[config.mk]
export PLATFORM = sky130hd
export DESIGN_NAME = instr_encoder_flat
export DESIGN_NICKNAME = d
export VERILOG_FILES = /design/src/rtl/instr_encoder_if.sv /design/src/rtl/instr_encoder.sv /design/src/flat_wrapper.sv
export SDC_FILE = /design/constraint.sdc
export NUM_CORES = 1
export LEC_CHECK = 0
export CORE_ASPECT_RATIO = 1.75
export CORE_MARGIN = 4
export CORE_UTILIZATION = 44
export CTS_CLUSTER_DIAMETER = 200
export DETAILED_ROUTE_END_ITERATION = 10
export PLACE_DENSITY = 0.82
export SYNTH_ARGS = -nofsm -noshare
export SYNTH_HDL_FRONTEND = slang
export SYNTH_SLANG_ARGS = --single-unit
[constraint.sdc]
create_clock -name clk -period 2.1 [get_ports clk]
set_input_delay 0.42 -clock clk [delete_from_list [all_inputs] [get_ports clk]]
set_output_delay 0.42 -clock clk [all_outputs]
set_load 0.01 [all_outputs]
[src/rtl/instr_encoder_if.sv]
// instr_encoder_if: request, clear and instruction-word handshake bundle for instr_encoder.
interface instr_encoder_if;
   logic        clear;
   logic        req_valid;
   logic        req_ready;
   logic [2:0]  format;
   logic [4:0]  rd;
   logic [4:0]  rs1;
   logic [4:0]  rs2;
   logic [2:0]  funct3;
   logic        funct7b5;
   logic [31:0] imm;
   logic        word_valid;
   logic        word_ready;
   logic [31:0] instr;
   logic [9:0]  wr_addr;
   logic        error;
   modport master (
      output clear, req_valid, format, rd, rs1, rs2, funct3, funct7b5, imm, word_ready,
      input  req_ready, word_valid, instr, wr_addr, error
   );
   modport slave (
      input  clear, req_valid, format, rd, rs1, rs2, funct3, funct7b5, imm, word_ready,
      output req_ready, word_valid, instr, wr_addr, error
   );
endinterface

[src/rtl/instr_encoder.sv]
// instr_encoder: turns one request into one RV32I word (two for the LI pseudo) with sequential write addresses.
module instr_encoder (
   input logic           clk,
   input logic           rst_n,
   instr_encoder_if.slave bus
);
   typedef enum logic [1:0] {IDLE, SEND, SEND_LUI, SEND_ADDI} state_t;
   state_t      state, next;
   logic [2:0]  fmt, f3;
   logic [4:0]  rd, rs1, rs2;
   logic        f7;
   logic [31:0] imm;
   logic [31:0] enc;
   logic [19:0] hi;
   logic        take, accept, bad;
   assign take           = bus.req_valid && bus.req_ready;
   assign bad            = bus.format == 3'd2 && bus.imm[0];
   assign accept         = bus.word_valid && bus.word_ready;
   assign bus.req_ready  = state == IDLE;
   assign bus.word_valid = state != IDLE;
   assign bus.instr      = bus.word_valid ? enc : '0;
   always_comb begin
      next = state;
      case (state)
         IDLE:     if (take) next = bus.format == 3'd7 ? SEND_LUI : bad ? IDLE : SEND;
         SEND:     if (accept) next = IDLE;
         SEND_LUI: if (accept) next = SEND_ADDI;
         default:  if (accept) next = IDLE;
      endcase
   end
   always_ff @(posedge clk or negedge rst_n)
      if (!rst_n) state <= IDLE;
      else state <= next;
   always_ff @(posedge clk or negedge rst_n)
      if (!rst_n) begin
         fmt <= '0;
         f3  <= '0;
         rd  <= '0;
         rs1 <= '0;
         rs2 <= '0;
         f7  <= 1'b0;
         imm <= '0;
      end else if (take) begin
         fmt <= bus.format;
         f3  <= bus.funct3;
         rd  <= bus.rd;
         rs1 <= bus.rs1;
         rs2 <= bus.rs2;
         f7  <= bus.funct7b5;
         imm <= bus.imm;
      end
   // Clear wins over an acceptance for the address, but never hides a same-cycle error
   always_ff @(posedge clk or negedge rst_n)
      if (!rst_n) begin
         bus.wr_addr <= '0;
         bus.error   <= 1'b0;
      end else begin
         bus.wr_addr <= bus.clear ? '0 : accept ? bus.wr_addr + 10'd1 : bus.wr_addr;
         bus.error   <= (bus.error && !bus.clear) || (take && bad);
      end
   // The lui upper field is pre-incremented so the sign-extended addi low part lands exactly
   assign hi = imm[31:12] + 20'(imm[11]);
   always_comb begin
      enc = '0;
      if (state == SEND_LUI) enc = {hi, rd, 7'b0110111};
      else if (state == SEND_ADDI) enc = {imm[11:0], rd, 3'b000, rd, 7'b0010011};
      else
         case (fmt)
            3'd0:    enc = {1'b0, f7, 5'b0, rs2, rs1, f3, rd, 7'b0110011};
            3'd1:    enc = (f3 == 3'b001 || f3 == 3'b101) ?
                           {1'b0, f7, 5'b0, imm[4:0], rs1, f3, rd, 7'b0010011} :
                           {imm[11:0], rs1, f3, rd, 7'b0010011};
            3'd2:    enc = {imm[12], imm[10:5], rs2, rs1, f3, imm[4:1], imm[11], 7'b1100011};
            3'd3:    enc = {imm[11:0], rs1, f3, rd, 7'b0000011};
            3'd4:    enc = {imm[11:5], rs2, rs1, f3, imm[4:0], 7'b0100011};
            3'd5:    enc = {imm[31:12], rd, 7'b0010111};
            default: enc = {imm[31:12], rd, 7'b0110111};
         endcase
   end
endmodule
[src/flat_wrapper.sv]
// flat-port wrapper written by rule: the top's interface ports become plain ports
module instr_encoder_flat 
  (clk, rst_n, bus_clear, bus_req_valid, bus_format, bus_rd, bus_rs1, bus_rs2, bus_funct3, bus_funct7b5, bus_imm, bus_word_ready, bus_req_ready, bus_word_valid, bus_instr, bus_wr_addr, bus_error);
  instr_encoder_if bus_i ();
  input logic clk;
  input logic rst_n;
  input wire logic [$bits(bus_i.clear)-1:0] bus_clear;
  input wire logic [$bits(bus_i.req_valid)-1:0] bus_req_valid;
  input wire logic [$bits(bus_i.format)-1:0] bus_format;
  input wire logic [$bits(bus_i.rd)-1:0] bus_rd;
  input wire logic [$bits(bus_i.rs1)-1:0] bus_rs1;
  input wire logic [$bits(bus_i.rs2)-1:0] bus_rs2;
  input wire logic [$bits(bus_i.funct3)-1:0] bus_funct3;
  input wire logic [$bits(bus_i.funct7b5)-1:0] bus_funct7b5;
  input wire logic [$bits(bus_i.imm)-1:0] bus_imm;
  input wire logic [$bits(bus_i.word_ready)-1:0] bus_word_ready;
  output wire logic [$bits(bus_i.req_ready)-1:0] bus_req_ready;
  output wire logic [$bits(bus_i.word_valid)-1:0] bus_word_valid;
  output wire logic [$bits(bus_i.instr)-1:0] bus_instr;
  output wire logic [$bits(bus_i.wr_addr)-1:0] bus_wr_addr;
  output wire logic [$bits(bus_i.error)-1:0] bus_error;
  assign bus_i.clear = bus_clear;
  assign bus_i.req_valid = bus_req_valid;
  assign bus_i.format = bus_format;
  assign bus_i.rd = bus_rd;
  assign bus_i.rs1 = bus_rs1;
  assign bus_i.rs2 = bus_rs2;
  assign bus_i.funct3 = bus_funct3;
  assign bus_i.funct7b5 = bus_funct7b5;
  assign bus_i.imm = bus_imm;
  assign bus_i.word_ready = bus_word_ready;
  assign bus_req_ready = bus_i.req_ready;
  assign bus_word_valid = bus_i.word_valid;
  assign bus_instr = bus_i.instr;
  assign bus_wr_addr = bus_i.wr_addr;
  assign bus_error = bus_i.error;
  instr_encoder u_core (.clk(clk), .rst_n(rst_n), .bus(bus_i));
endmodule
After elaboration in Yosys (flattened, before gate mapping)
Index checks and enable logic that the tools add are counted.
Widths: inputs -> output; s select.
Storage, ports and cells
  register bits after elaboration: 67
  input bits: 59
  output and inout bits: 45
Cells by class
  reduce and logical (&&, ||, !) cells: 14
  add/subtract/negate cells: 2
  multiplexer cells: 13
  equality and inequality tests: 13
Operators by type and width (number)
  $pmux 32 s6: 1
  $mux 32: 4
  $add 20x1->20: 1
  $mux 10: 2
  $eq 3x3->1 const B: 4
  $add 10x1->10 const B: 1
  $eq 3x2->1 const B: 3
  $mux 2: 4
  $eq 3x1->1 const B: 2
  $reduce_bool 2->1: 3
  $logic_and 1x1->1: 5
  $eq 2x2->1 const B: 2
  $pmux 2 s2: 1
  $logic_not 3->1: 1
  $reduce_and 3->1: 1
  $logic_not 2->1: 1
  $logic_or 1x1->1: 2
  $ne 2x1->1 const B: 1
  $ne 2x2->1 const B: 1
  $logic_not 1->1: 1
  $mux 1: 1

Depth between registers and ports, before layout
Gate-level depths: netlist of the first run.
  depth after elaboration: 7
  mapped depth: 9
  depth with buffers taken out: 7

Least setup slack after synthesis of the first run
OpenSTA, ideal clock, no wires.
  path type: reg-to-output
  from: register u_core.imm[11]
  to: output port bus_instr[30]
  setup slack: -0.188 ns
  stages on the path, launching flop included: 8
  required time: 1.680 ns
  arrival time: 1.868 ns
  path through: dfrtp_1 ha_1 ha_1 nand4_1 or4_4 nor2_1 xnor2_1 a211oi_1
Between the ends
  word-level cells in the longest chain between the ends: 3
RTL lines
  start: declaration: line instr_encoder.sv:12  | logic [31:0] imm;
  start signal: assignment: line instr_encoder.sv:50  | imm <= bus.imm;
  $add 20x1->20: line instr_encoder.sv:62  | assign hi = imm[31:12] + 20'(imm[11]);
  $mux 32: line instr_encoder.sv:65  | if (state == SEND_LUI) enc = {hi, rd, 7'b0110111};
  $mux 32: line instr_encoder.sv:21  | assign bus.instr = bus.word_valid ? enc : '0;
  end: declaration: line flat_wrapper.sv:19  | output wire logic [$bits(bus_i.instr)-1:0] bus_instr;
No other way between the ends.

Worst setup path after layout of the first run
  from: register u_core.imm[12]
  to: output port bus_instr[31]
Between the ends
  word-level cells in the longest chain between the ends: 4
  elaborated cells between the ends (all ways): 5
  those cells by class: add/sub (1); mux (4)
RTL lines (line)
  branches (longest 2 deep; another with $add 20x1->20)
  $mux 32 (*): instr_encoder.sv:65
  $mux 32 (*): instr_encoder.sv:21
Mark *: on every way between the ends.

==> results of run 1 <==
[registers in the layout (all words and copies together) (netlist names)]
signal,cells
u_core.rs2,5
u_core.bus.wr_addr,10
u_core.fmt,3
u_core.imm,32
u_core.f3,3
u_core.f7,1
u_core.rs1,5
u_core.bus.error,1
u_core.state,2
u_core.rd,5
[metal layers]
metal | part of all wire, % | up-vias | global-route usage, %
li1 | - | 1792 | -
met1 | 33 | 2032 | 27.9
met2 | 53 | 225 | 49.0
met3 | 6.2 | 94 | 4.45
met4 | 7.8 | 0 | 18.9
met5 | 0 | - | 0
[worst max-delay path by stage]
stage / from / end / cells past startpoint
floorplan: u_core.imm[11] / bus_instr[30] / 7
global placement: u_core.imm[11] / bus_instr[30] / 8
detailed placement: u_core.imm[11] / bus_instr[26] / 8
CTS: u_core.imm[12] / bus_instr[30] / 8
global route: u_core.imm[12] / bus_instr[31] / 8
finish: u_core.imm[12] / bus_instr[31] / 8
[cells by family (layout without fill, tap and decap cells)]
kind of cell	Yosys count	after routing	synth area share [%]
compound gates	80	80	13.4
simple gates	115	115	15.0
flops	67	67	43.6
mux	60	60	17.3
fa+ha+maj	3	3	0.977
other cells	1	1	0.0976
xor+xnor	24	24	5.47
buf+inv	33	242	4.20
[area by class of cell]
| class | count | area [µm²] | share of cell area, % |
|---|---|---|---|
| multi-input cells | 283 | 2370 | 36.6 |
| repair buffers | 218 | 1900 | 29.4 |
| flip-flops and latches | 67 | 1680 | 26.0 |
| clock buffers | 11 | 243 | 3.75 |
| well taps | 115 | 144 | 2.22 |
| clock inverters | 5 | 100 | 1.55 |
| inverters | 8 | 32.5 | 0.503 |
[layout by cell type (no fill, tap or decap), types with 4 or more instances in the layout]
cell type                          n
sky130_fd_sc_hd__a21oi_1          11
sky130_fd_sc_hd__a21oi_2           4
sky130_fd_sc_hd__a22oi_1           4
sky130_fd_sc_hd__and3_1            6
sky130_fd_sc_hd__buf_2            27
sky130_fd_sc_hd__buf_4            84
sky130_fd_sc_hd__buf_6            30
sky130_fd_sc_hd__clkbuf_16         9
sky130_fd_sc_hd__clkdlybuf4s50_1  68
sky130_fd_sc_hd__dfrtp_1          65
sky130_fd_sc_hd__inv_1             6
sky130_fd_sc_hd__mux2_2           50
sky130_fd_sc_hd__mux2i_1           9
sky130_fd_sc_hd__nand2_1          24
sky130_fd_sc_hd__nand3_1           7
sky130_fd_sc_hd__nand4_1           5
sky130_fd_sc_hd__nor2_1           24
sky130_fd_sc_hd__nor2_4            7
sky130_fd_sc_hd__nor2b_1           5
sky130_fd_sc_hd__nor3_1            5
sky130_fd_sc_hd__o21ai_0          15
sky130_fd_sc_hd__o21ai_1           8
sky130_fd_sc_hd__o22ai_1           4
sky130_fd_sc_hd__xnor2_1           8
sky130_fd_sc_hd__xor2_1           14
[per-stage QoR]
step	area [µm²]	instances	TNS (ps)	hold WS, ps
after global placement	5590	662	-8940	462
after detailed placement	5590	662	-9330	471
after floorplan	3860	383	-183	124
final	6470	707	-10920	87.2
after global routing	6470	707	-11880	135
after CTS	6260	698	-8040	115
[synth_stat cells (2+ instances only)]
cell type	instances	share of area, %
sky130_fd_sc_hd__a211oi_1	6	1.2
sky130_fd_sc_hd__a21boi_0	4	0.78
sky130_fd_sc_hd__a21oi_1	15	2.0
sky130_fd_sc_hd__a221oi_1	2	0.46
sky130_fd_sc_hd__a222oi_1	2	0.52
sky130_fd_sc_hd__a22oi_1	5	0.98
sky130_fd_sc_hd__a31oi_1	3	0.49
sky130_fd_sc_hd__and2_1	2	0.33
sky130_fd_sc_hd__and3_1	6	0.98
sky130_fd_sc_hd__buf_2	6	0.78
sky130_fd_sc_hd__buf_4	6	1.2
sky130_fd_sc_hd__clkbuf_1	11	1.1
sky130_fd_sc_hd__dfrtp_1	67	44
sky130_fd_sc_hd__ha_1	3	0.98
sky130_fd_sc_hd__inv_1	7	0.68
sky130_fd_sc_hd__mux2_2	50	15
sky130_fd_sc_hd__mux2i_1	10	2.6
sky130_fd_sc_hd__nand2_1	28	2.7
sky130_fd_sc_hd__nand2b_1	5	0.81
sky130_fd_sc_hd__nand3_1	9	1.2
sky130_fd_sc_hd__nand4_1	5	0.81
sky130_fd_sc_hd__nor2_1	34	3.3
sky130_fd_sc_hd__nor2b_1	7	1.1
sky130_fd_sc_hd__nor3_1	10	1.3
sky130_fd_sc_hd__nor3b_1	3	0.59
sky130_fd_sc_hd__nor4_1	2	0.33
sky130_fd_sc_hd__o21ai_0	24	3.1
sky130_fd_sc_hd__o21ai_1	2	0.26
sky130_fd_sc_hd__o221a_2	2	0.59
sky130_fd_sc_hd__o22ai_1	6	0.98
sky130_fd_sc_hd__or4_4	2	0.59
sky130_fd_sc_hd__xnor2_1	10	2.3
sky130_fd_sc_hd__xor2_1	14	3.2
[power groups by stage]
stage	sequential, mW	combinational, mW	clock, mW
global placement	2.26	5.21	0
floorplan	2.25	2.58	0
CTS	2.31	5.74	1.74
finish	2.39	6.45	1.74
detailed placement	2.29	5.29	0
global route	2.43	6.79	1.79
[timing repair]
action	4_1_cts	5_1_grt
setup buffers	21	12
setup endpoints to repair	33	33
pin swaps	31	25
hold buffers	0	0
gates resized for setup	200	42
==> run summary, run 1 <==
Outcome -> finished with violations
Violated checks -> negative setup slack
Netlist area before placement -> 0.00384 mm²
Count of filler cells inserted in the layout -> 540
Number of global-route vias before repair -> 4244
Class of the worst hold path -> in2async
FF+latch count, synth -> 67
Post-Synthesis Mean Instance Area -> 10.0 µm²
Full die area -> 0.0103 mm²
Clock tree buffer depth -> 2
Pin count of the biggest net entering global routing -> 68
CTS clock-pin slew for the worst setup and hold paths -> 50 ps
Int Power -> 6.37 mW
Final antenna-violating net count -> 0
Routed wirelength normalized by instance count -> 20.9 µm
Final critical-path share of the clock period -> 135%
Largest driver fanout on the critical path -> 3
Cells along the critical path -> ha_4 -> buf_6 -> nand3_4 -> or4_4 -> nor4_4 -> xor2_1 -> o221a_2 -> buf_6
Number of slew-limit violations in the final report -> 0
Area Growth Syn to Fin -> 68.4%
Critical setup path kind -> reg2out
Via count of the routed design -> 4143
Time the worst path needs with I/O delays and setup -> 2840 ps
Starting DRT DRC Count -> 356
Sequential-to-total area share from yosys stat -> 43.6%
Critical Path AT -> 2420 ps
Number of nets produced by synthesis -> 445
Boundary Pins -> 104
Clock Root Buffer -> sky130_fd_sc_hd__clkbuf_16
CP required -> 1680 ps
Worst R2R Path Depth -> 9
Slowest stage delay, CP -> 470 ps
Crit path buf inv count -> 2
Worst reg2reg path endpoint -> u_core.imm[18]
Origin of the critical flop-to-flop path -> u_core.state[1]
Portion of total power attributed to the clock network -> 16.5%
Largest delay share family, worst path -> simple AND/OR/NAND/NOR gates
Total Nets Final -> 649
Cts bufs inserted -> 9
Util after Layout -> 76.8%
Sequential group share of total power -> 22.6%
Most used DFF post-synth -> sky130_fd_sc_hd__dfrtp_1
Number of setup violations in the final report -> 26
Wire length of the first global-routing pass -> 21500 µm
Total DRC errors in the routed layout -> 0
Fraction of layout cells with a size suffix above 1 -> 46.5%
DIE HEIGHT -> 132 µm
Highest Clock Rate -> 352 MHz
TritonCTS clock tree -> done
Total number of placement rows -> 44
Total global-route track usage -> 27.3%
Number of antenna violations at the first check in global routing -> 0
Nature of the critical path endpoint -> primary output
Number of endpoints with negative hold slack in the final report -> 0
Global route overflow -> 0
Initial cell density of the core -> 45.6%
Number of iterations in the first detailed-routing pass -> 5
Worst voltage drop across the vdd grid -> 0.936 mV
Leakage power -> 2.86 nW
Wire length reported by the detailed router -> 14800 µm
Die width -> 78.6 µm
Post-synth ARST share -> 100%
Number of warning messages in the yosys log -> 0
Worst path slowest cell -> sky130_fd_sc_hd__or4_4
Switching portion of total power -> 39.8%
Antenna diodes -> 0
Cells after Synth -> 383
MaxCap Viol Count -> 0
Standard cell core area -> 0.00842 mm²
Unrepaired setup endpoints after global routing -> yes
HPWL after detailed placement -> 9290 µm
Post-route clock skew -> 5.58 ps
Switching power summed over all nets -> 4.21 mW
Combinational cell fraction of total power -> 61.0%
Global placer's final weighted congestion -> 0.918
Clock sinks -> 67
Final setup slack of the worst path -> -740 ps
Post-synth EDFFs -> 0
Pre-CTS setup slack -> -590 ps
Total power divided by cell area -> 1640 mW/mm²
Critical path startpoint category -> register
Count of cell types in the netlist -> 48
Via/cell ratio -> 5.86
Design Power -> 10.6 mW
Later-pin clock latency in the skew report -> 340 ps
Number of buffer cells added on primary ports -> 102
Cell mode on critical path -> sky130_fd_sc_hd__buf_6
Reg2Reg Setup Slack -> 120 ps
Number of H-tree levels -> 3
Note: power is estimated with default switching activity, not from simulation.
==> run 2, diff against run 1 <==
--- a/config.mk
+++ b/config.mk
@@ -10,6 +10,7 @@
 export CORE_UTILIZATION = 44
 export CTS_CLUSTER_DIAMETER = 200
 export DETAILED_ROUTE_END_ITERATION = 10
+export GPL_ROUTABILITY_DRIVEN = 0
 export PLACE_DENSITY = 0.82
 export SYNTH_ARGS = -nofsm -noshare
 export SYNTH_HDL_FRONTEND = slang
==> constraint.sdc (replaced) <==
create_clock -name clk -period 2.3 [get_ports clk]
set_input_delay 0.46 -clock clk [delete_from_list [all_inputs] [get_ports clk]]
set_output_delay 0.46 -clock clk [all_outputs]
set_load 0.01 [all_outputs]
==> run summary, run 2 (synthesis gave the netlist of run 1 again) <==
Outcome -> finished with violations
Violated checks -> negative setup slack
Slowest stage delay, CP -> 550 ps
Boundary Pins -> 104
Cell mode on critical path -> sky130_fd_sc_hd__ha_4
Most frequent cells in the layout -> sky130_fd_sc_hd__clkdlybuf4s50_1, sky130_fd_sc_hd__buf_4, sky130_fd_sc_hd__dfrtp_1
Worst slew pin tran -> 646 ps
Largest driver fanout on the critical path -> 4
Wire length reported by the detailed router -> 13500 µm
Final setup slack of the worst path -> -513 ps
Combinational cell fraction of total power -> 58.9%
Final antenna-violating net count -> 0
Number of H-tree levels -> 3
Clock Root Buffer -> sky130_fd_sc_hd__clkbuf_16
Largest delay share family, worst path -> simple AND/OR/NAND/NOR gates
Worst R2R Path Depth -> 8
Post-route clock skew -> 5.09 ps
Fraction of layout cells with a size suffix above 1 -> 41.4%
Switching portion of total power -> 40.6%
Clock tree buffer depth -> 2
Placed inst area -> 0.00541 mm²
Global route overflow -> 0
Design Power -> 8.77 mW
Total global-route track usage -> 25.0%
Switching power summed over all nets -> 3.57 mW
Critical setup path kind -> reg2out
CP required -> 1840 ps
Leakage power -> 2.64 nW
Cell area after layout -> 0.00610 mm²
Antenna diodes -> 0
Routed wirelength normalized by instance count -> 19.9 µm
Largest Register -> u_core.imm
HPWL after detailed placement -> 8990 µm
Total negative slack for setup checks -> -5210 ps
Number of global-route vias before repair -> 4004
Largest regs -> u_core.imm x32, u_core.bus.wr_addr x10
Via/cell ratio -> 5.86
Reg2Reg Setup Slack -> 260 ps
Standard cell core area -> 0.00842 mm²
TritonCTS clock tree -> done
Nature of the critical path endpoint -> primary output
DIE HEIGHT -> 132 µm
Via count of the routed design -> 3986
Critical Path AT -> 2350 ps
Time the worst path needs with I/O delays and setup -> 2810 ps
Area Growth Syn to Fin -> 58.9%
Origin of the critical flop-to-flop path -> u_core.state[1]
Final Hold Slack -> 144 ps
Highest Clock Rate -> 356 MHz
Clock sinks -> 67
Number of antenna violations at the first check in global routing -> 0
Later-pin clock latency in the skew report -> 340 ps
Number of endpoints with negative hold slack in the final report -> 0
Full die area -> 0.0103 mm²
Number of setup violations in the final report -> 20
Util after Layout -> 72.5%
Crit path buf inv count -> 1
Pin count of the biggest net entering global routing -> 60
Total number of placement rows -> 44
Worst path slowest cell -> sky130_fd_sc_hd__or4_4
Number of slew-limit violations in the final report -> 0
Cells along the critical path -> ha_4 -> ha_4 -> nand4_1 -> or4_4 -> nor2_4 -> xnor2_1 -> a211oi_2 -> buf_2
Unrepaired setup endpoints after global routing -> yes
Total DRC errors in the routed layout -> 0
Number of buffer cells added on primary ports -> 102
Relative max-transition margin -> 56.9%
MaxCap Viol Count -> 0
Number of iterations in the first detailed-routing pass -> 5
Die width -> 78.6 µm
Portion of total power attributed to the clock network -> 15.9%
Final critical-path share of the clock period -> 122%
Sequential group share of total power -> 25.2%
Critical path startpoint category -> register
Total Nets Final -> 623
Class of the worst hold path -> in2async
Total power divided by cell area -> 1440 mW/mm²
Worst reg2reg path endpoint -> u_core.rs2[1]
Cts bufs inserted -> 9
Initial cell density of the core -> 45.6%
Int Power -> 5.21 mW
Flip-flop count of the largest register after layout -> 32
Worst voltage drop across the vdd grid -> 0.884 mV
Wire length of the first global-routing pass -> 20100 µm
CTS clock-pin slew for the worst setup and hold paths -> 50 ps
Starting DRT DRC Count -> 365
-- run 2: cell count changes in the layout (fill, tap and decap cells not counted), moves of 3 or more --
cell                              before  now
sky130_fd_sc_hd__buf_2                27   22
sky130_fd_sc_hd__buf_6                30   17
sky130_fd_sc_hd__o21ai_4               3    0
sky130_fd_sc_hd__o21ai_0              15   18
sky130_fd_sc_hd__clkdlybuf4s50_1      68   72
sky130_fd_sc_hd__buf_4                84   72
-- run 2: worst max-delay path by stage --
stage	from	endpoint	slack, ps	depth (start not counted)
2_1_floorplan	u_core.imm[11]	bus_instr[30]	50	7
3_3_place_gp	u_core.imm[11]	bus_instr[25]	-480	8
3_5_place_dp	u_core.imm[11]	bus_instr[26]	-550	8
4_1_cts	u_core.imm[12]	bus_instr[26]	-570	8
5_1_grt	u_core.imm[11]	bus_instr[31]	-560	8
6_report	u_core.imm[11]	bus_instr[26]	-510	8
-- run 2: area by class of cell --
class,instances,area (µm²)
fill,531,2320
multi-input combinational,283,2290
sequential,67,1680
timing repair buffer,192,1650
clock buffer,11,253
tap,115,144
clock inverter,4,50.0
inverter,8,32.5
-- run 2: stage by stage --
stage | worst slack [ps] | cells
final | -513 | 680
after detailed placement | -546 | 642
after CTS | -568 | 668
after global placement | -481 | 642
after floorplan | 46.8 | 383
after global routing | -563 | 680
-- run 2: per-layer routing --
layer | share of wire, % | track usage, % | routed length (µm)
met3 | 6.1 | 3.22 | 823
met5 | 0 | 0 | 0
met1 | 34 | 25.8 | 4620
met4 | 5.3 | 16.4 | 712
met2 | 54 | 45.5 | 7370
-- run 2: power by group through the flow --
stage | logic [mW] | clock network [mW] | registers (mW)
floorplan | 2.34 | 0 | 2.06
global placement | 4.44 | 0 | 2.09
detailed placement | 4.54 | 0 | 2.12
CTS | 4.66 | 1.40 | 2.14
global route | 5.49 | 1.45 | 2.25
finish | 5.17 | 1.39 | 2.21
-- run 2: what timing repair did --
action,CTS,global route
pin swaps,16,31
hold buffers,0,0
setup endpoints to repair,30,32
resized for setup,140,51
buffers inserted,12,15
gates cloned,0,0
-- run 2: worst register-to-register path: stages (launching register included) --
cell	delay, ps
sky130_fd_sc_hd__dfrtp_1	400
sky130_fd_sc_hd__inv_1	140
sky130_fd_sc_hd__buf_6	140
sky130_fd_sc_hd__nand2_1	100
sky130_fd_sc_hd__inv_4	110
sky130_fd_sc_hd__buf_4	160
sky130_fd_sc_hd__and2_2	170
sky130_fd_sc_hd__buf_12	280
sky130_fd_sc_hd__mux2_2	420
